--- src/rtl/fetch_exec_unit.sv ---
// fetch_exec_unit: instruction sequencer for the 4-bit datapath.
// It fetches ROM bytes into IR and steps or loads the external PC.
// It drives the ALU operands and holds ACC, ZF and the output port.
module fetch_exec_unit #(
  parameter logic [7:0] IR_RESET = 8'h90,
  parameter logic [3:0] HALT_OPC = 4'hF
) (
  input  logic        CLK,
  input  logic        RESET_N,
  input  logic        RUN,
  input  logic [7:0]  ROM_D,
  output logic        PC_EN,
  output logic        PC_LOAD,
  output logic [11:0] PC_D,
  output logic [3:0]  ALU_A,
  output logic [3:0]  ALU_B,
  output logic [2:0]  ALU_SEL,
  input  logic [3:0]  ALU_Y,
  output logic [3:0]  ACC,
  output logic        ZF,
  output logic [3:0]  OUT_DATA,
  output logic        OUT_VALID,
  output logic        HALTED
);

  localparam logic [1:0] S_FETCH = 2'd0;
  localparam logic [1:0] S_EXEC  = 2'd1;
  localparam logic [1:0] S_JUMP  = 2'd2;
  localparam logic [1:0] S_HALT  = 2'd3;

  localparam logic [3:0] OPC_LDI = 4'h8;
  localparam logic [3:0] OPC_JMP = 4'hA;
  localparam logic [3:0] OPC_JZ  = 4'hB;
  localparam logic [3:0] OPC_OUT = 4'hC;

  logic [1:0] state;
  logic [7:0] ir;
  logic [3:0] acc, out_data;
  logic       zf, out_valid, pc_load;
  logic [11:0] pc_d;

  logic [3:0] opc, opr;
  logic       is_halt, is_branch, br_take, in_exec;

  assign opc       = ir[7:4];
  assign opr       = ir[3:0];
  assign in_exec   = (state == S_EXEC);
  assign is_halt   = (opc == HALT_OPC);
  // Both branch forms consume the second byte, taken or not.
  assign is_branch = !is_halt && (opc == OPC_JMP || opc == OPC_JZ);
  assign br_take   = (opc == OPC_JMP) || (opc == OPC_JZ && zf);

  // PC step: FETCH when allowed to run, or EXEC stepping over a branch operand.
  // Gated by RESET_N so the counter never steps while reset is held.
  always_comb begin
    PC_EN = 1'b0;
    if (RESET_N) begin
      if (state == S_FETCH) PC_EN = RUN;
      else if (in_exec)     PC_EN = is_branch;
    end
  end

  // Sequencer state, IR, and the registered PC load strobe/value.
  always_ff @(posedge CLK or negedge RESET_N) begin
    if (!RESET_N) begin
      state   <= S_FETCH;
      ir      <= IR_RESET;
      pc_load <= 1'b0;
      pc_d    <= '0;
    end else begin
      case (state)
        S_FETCH: if (RUN) begin
          ir    <= ROM_D;
          state <= S_EXEC;
        end
        S_EXEC: begin
          if (is_halt) begin
            state <= S_HALT;
          end else if (is_branch && br_take) begin
            pc_d    <= {opr, ROM_D};
            pc_load <= 1'b1;
            state   <= S_JUMP;
          end else begin
            state <= S_FETCH;
          end
        end
        S_JUMP: begin
          pc_load <= 1'b0;
          state   <= S_FETCH;
        end
        default: state <= S_HALT;
      endcase
    end
  end

  // Datapath effects, applied on the edge that ends EXEC.
  always_ff @(posedge CLK or negedge RESET_N) begin
    if (!RESET_N) begin
      acc       <= '0;
      zf        <= 1'b0;
      out_data  <= '0;
      out_valid <= 1'b0;
    end else begin
      out_valid <= 1'b0;
      if (in_exec && !is_halt) begin
        if (!opc[3]) begin
          acc <= ALU_Y;
          zf  <= (ALU_Y == 4'd0);
        end else if (opc == OPC_LDI) begin
          acc <= opr;
          zf  <= (opr == 4'd0);
        end else if (opc == OPC_OUT) begin
          out_data  <= acc;
          out_valid <= 1'b1;
        end
      end
    end
  end

  assign ALU_A     = acc;
  assign ALU_B     = opr;
  assign ALU_SEL   = ir[6:4];
  assign ACC       = acc;
  assign ZF        = zf;
  assign OUT_DATA  = out_data;
  assign OUT_VALID = out_valid;
  assign PC_LOAD   = pc_load;
  assign PC_D      = pc_d;
  assign HALTED    = (state == S_HALT);

endmodule

--- config.mk ---
export PLATFORM = sky130hd
export DESIGN_NAME = fetch_exec_unit
export DESIGN_NICKNAME = d
export VERILOG_FILES = /design/src/rtl/fetch_exec_unit.sv
export SDC_FILE = /design/constraint.sdc
export NUM_CORES = 1
export LEC_CHECK = 0
export ABC_CLOCK_PERIOD_IN_PS = 3900
export CAP_MARGIN = 15
export CORE_MARGIN = 1.5
export CORE_UTILIZATION = 50
export CTS_BUF_LIST = sky130_fd_sc_hd__clkbuf_4
export CTS_CLUSTER_SIZE = 20
export DETAILED_ROUTE_END_ITERATION = 6
export PLACE_DENSITY_LB_ADDON = 0.2
export SLEW_MARGIN = 0
export SYNTH_ARGS = -nofsm -noshare
export SYNTH_HDL_FRONTEND = slang
export SYNTH_SLANG_ARGS = --single-unit
export TNS_END_PERCENT = 10
--- constraint.sdc ---
create_clock -name CLK -period 3.9 [get_ports CLK]
set_input_delay 0.39 -clock CLK [delete_from_list [all_inputs] [get_ports CLK]]
set_output_delay 0.39 -clock CLK [all_outputs]
set_load 0.02 [all_outputs]
==> results.md <==
- IO Count: 51
- Clock buffer depth: 2
- Starting Density: 0.540
- Period utilization: 0.650
- Chip height: 58.1 um
- Number of nets with antenna violations after routing: 0
- P_int: between 1 and 1.5 mW
- Startpoint Class: register
- Post-synthesis sequential area ratio: 0.547
- Pre-antenna DRT Iters: 7
- Slew HR: 0.500
- Via Count: 1037
- Placeable core region: between 2000 and 3000 um^2
- Origin of the critical flop-to-flop path: state[0]$_DFFE_PN0P_
- Sw Ratio: 0.390
- Mapped cell area: 1520 um^2
- WP data arrival: around 2.1 ns
- Failing checks: design-rule violations
- Total chip power: 1.83 mW
- Layout area overhead: 32.5%
- Commonest non-fill, non-tap cell in the layout: clkdlybuf4s50_1
- Max-Cap Viols: 0
- Post-CTS Hold Buffers: 0
- Clk_lat worst skew: 0.34 ns
- Final Skew: between 0.01 and 0.015 ns
- Post_cts resized: 0
- Core Rows: 19
- Total Wirelength: about 2.8 mm
- Commonest non-fill, non-tap cells in the layout: clkdlybuf4s50_1, dfrtp_1, mux2_2, mux2_4, clkbuf_4
- Postcts setup bufs: 0
- H-tree lvl count: 2
- Yosys reg bits: 33
- Hpwl dp: 2.04 mm
- Pwr Density: 911 nW/um^2
- Fin. max-slew vios: 0
- Combinational power share: 0.528
- Clock sinks: 33
- Psw: 0.713 mW
- Initial drt markers: 36
- Storage element area: 828 um^2
- Measured slew at the worst slew-check pin: 0.750 ns
- Setup crit end kind: output pin
- Largest net degree at the start of global routing: 35
- Layout cells sized above 1: 0.220
- Initial antenna violation count: 0
- DIE WIDTH: 58.1 um
- Final Critical Period: 2.53 ns
- Area occupied by multi-input gates: around 560 um^2
- Worst r2r path cells: 3
- TritonCTS clock tree: built
- CP Data Required Time: 3.51 ns
- Number of port buffers: 50
- RSZ-0062 raised after global routing: false
- Post-Syn Instances: 115
- Filler Cells Inserted: 218
- Setup tns final: 0 ns
- Final count of negative-setup-slack endpoints: 0
- End of the worst register-to-register path: PC_D[11]$_DFFE_PN0P_
- Total track usage: 0.185
- Crit path kind: reg2out
- Hold crit path type: in2async
- Clock slew at reported path FFs: 0.10 ns
- Nets: 173
- Static leakage: a little under 0.9 nW
- WL/cell: 14.7 um
- Clock root buffer: clkbuf_4
- Die area: ~3400 um^2
- Part of the power in registers: 0.370
- RePlAce Congestion: about 0.84
- R2r setup slk: between 1.5 and 2 ns
- Vias in the first global route: 1038
- Synth warn: 0
- GR Overflow Total: 0
- Synth Net Count: 130
- Synthesized area per cell: 13.2 um^2
- Hold Vio Cnt, Final: 0
- N_diodes: 0
- DRC errors left: 3
- CP max FO: 11
- VDD IR max: between 0.4 and 0.5 mV
- Peak Freq: 395 MHz
- Clock network power share: 0.103
- Via/cell ratio: 5.46
- Yosys cell types: 28
- Inserted Clock Buffers: 5
- Status: finished with violations
- First-pass GRT wire length: around 4.7 mm
final cells by class:
type	count	share of cell area
multi-input combinational	63	0.277
timing repair buffer	52	0.257
clock inverter	2	0.00561
sequential	33	0.413
clock buffer	6	0.0224
inverter	3	0.00561
tap	31	0.0193
registers in the layout (all words and copies together), names as in the netlist:
register   cells
ir             8
ZF             1
ACC            4
PC_D          12
OUT_VALID      1
PC_LOAD        1
OUT_DATA       4
state          2
kinds of logic after synthesis:
logic type	share of synthesized area
AOI/OAI and AO/OA	0.0751
buffers and inverters	0.0859
DFF	0.547
muxes	0.226
and+or+nand+nor	0.0661
power groups by stage:
stage | combinational [mW] | sequential [mW] | clock (mW)
5_1_grt | 1.03 | 0.708 | 0.210
2_1_floorplan | 0.520 | 0.775 | 0
3_5_place_dp | 0.974 | 0.682 | 0
3_3_place_gp | 0.954 | 0.674 | 0
4_1_cts | 0.976 | 0.678 | 0.194
6_report | 0.964 | 0.675 | 0.187
synth_stat cells, drive strengths merged:
library cell | n | area [um^2]
nor2 | 2 | 7.51
a31oi | 5 | 31.3
o21a | 1 | 7.51
a22oi | 1 | 7.51
and3b | 2 | 17.5
buf | 15 | 115
a21oi | 5 | 25.0
a211oi | 1 | 7.51
clkbuf | 1 | 3.75
dfrtp | 31 | 776
dfstp | 2 | 52.6
nand2b | 1 | 6.26
nor4 | 1 | 6.26
mux2i | 5 | 50.1
nand4 | 1 | 6.26
a21o | 1 | 7.51
and2 | 1 | 6.26
nand2 | 3 | 11.3
nor3b | 2 | 15.0
nor2b | 3 | 18.8
inv | 3 | 11.3
o21ai | 3 | 15.0
o31ai | 1 | 12.5
nor3 | 1 | 5.00
mux2 | 23 | 293
per-layer routing:
metal  global-route usage  vias up  wire length (um)
met4               0.0698        0                45
li1                     -      482                 -
met1                0.234      515              1250
met5                    0        -                 0
met3               0.0670        6               154
met2                0.294       34              1330
how the worst max path moves through the flow:
stage | startpoint | to | slack (ns) | cells after the start
6_report | ir[7]$_DFFE_PN1P_ | PC_EN | 1.37 | 4
5_1_grt | ir[7]$_DFFE_PN1P_ | PC_EN | 1.22 | 4
4_1_cts | ir[7]$_DFFE_PN1P_ | PC_EN | 1.35 | 4
3_5_place_dp | RESET_N | PC_EN | 1.39 | 4
3_3_place_gp | RESET_N | PC_EN | 1.43 | 4
2_1_floorplan | ir[7]$_DFFE_PN1P_ | PC_EN | 2.27 | 3
per-stage QoR:
step	cells	util	hold slack, ns	area, um^2	worst slack [ns]
after detailed placement	182	0.695	0.494	1950	1.39
after global routing	190	0.715	0.488	2010	1.22
after floorplan	115	-	0.0944	1520	2.27
final	190	0.715	0.451	2010	1.37
after CTS	190	0.715	0.455	2010	1.35
after global placement	182	0.695	0.486	1950	1.43
critical path, cell delays in order, from the launching register on:
cell	delay, ns
dfstp_2	0.68
and3b_1	0.23
mux2i_1	0.08
nor3b_1	0.19
clkdlybuf4s50_1	0.63
Power figures use the tool's default switching activity.
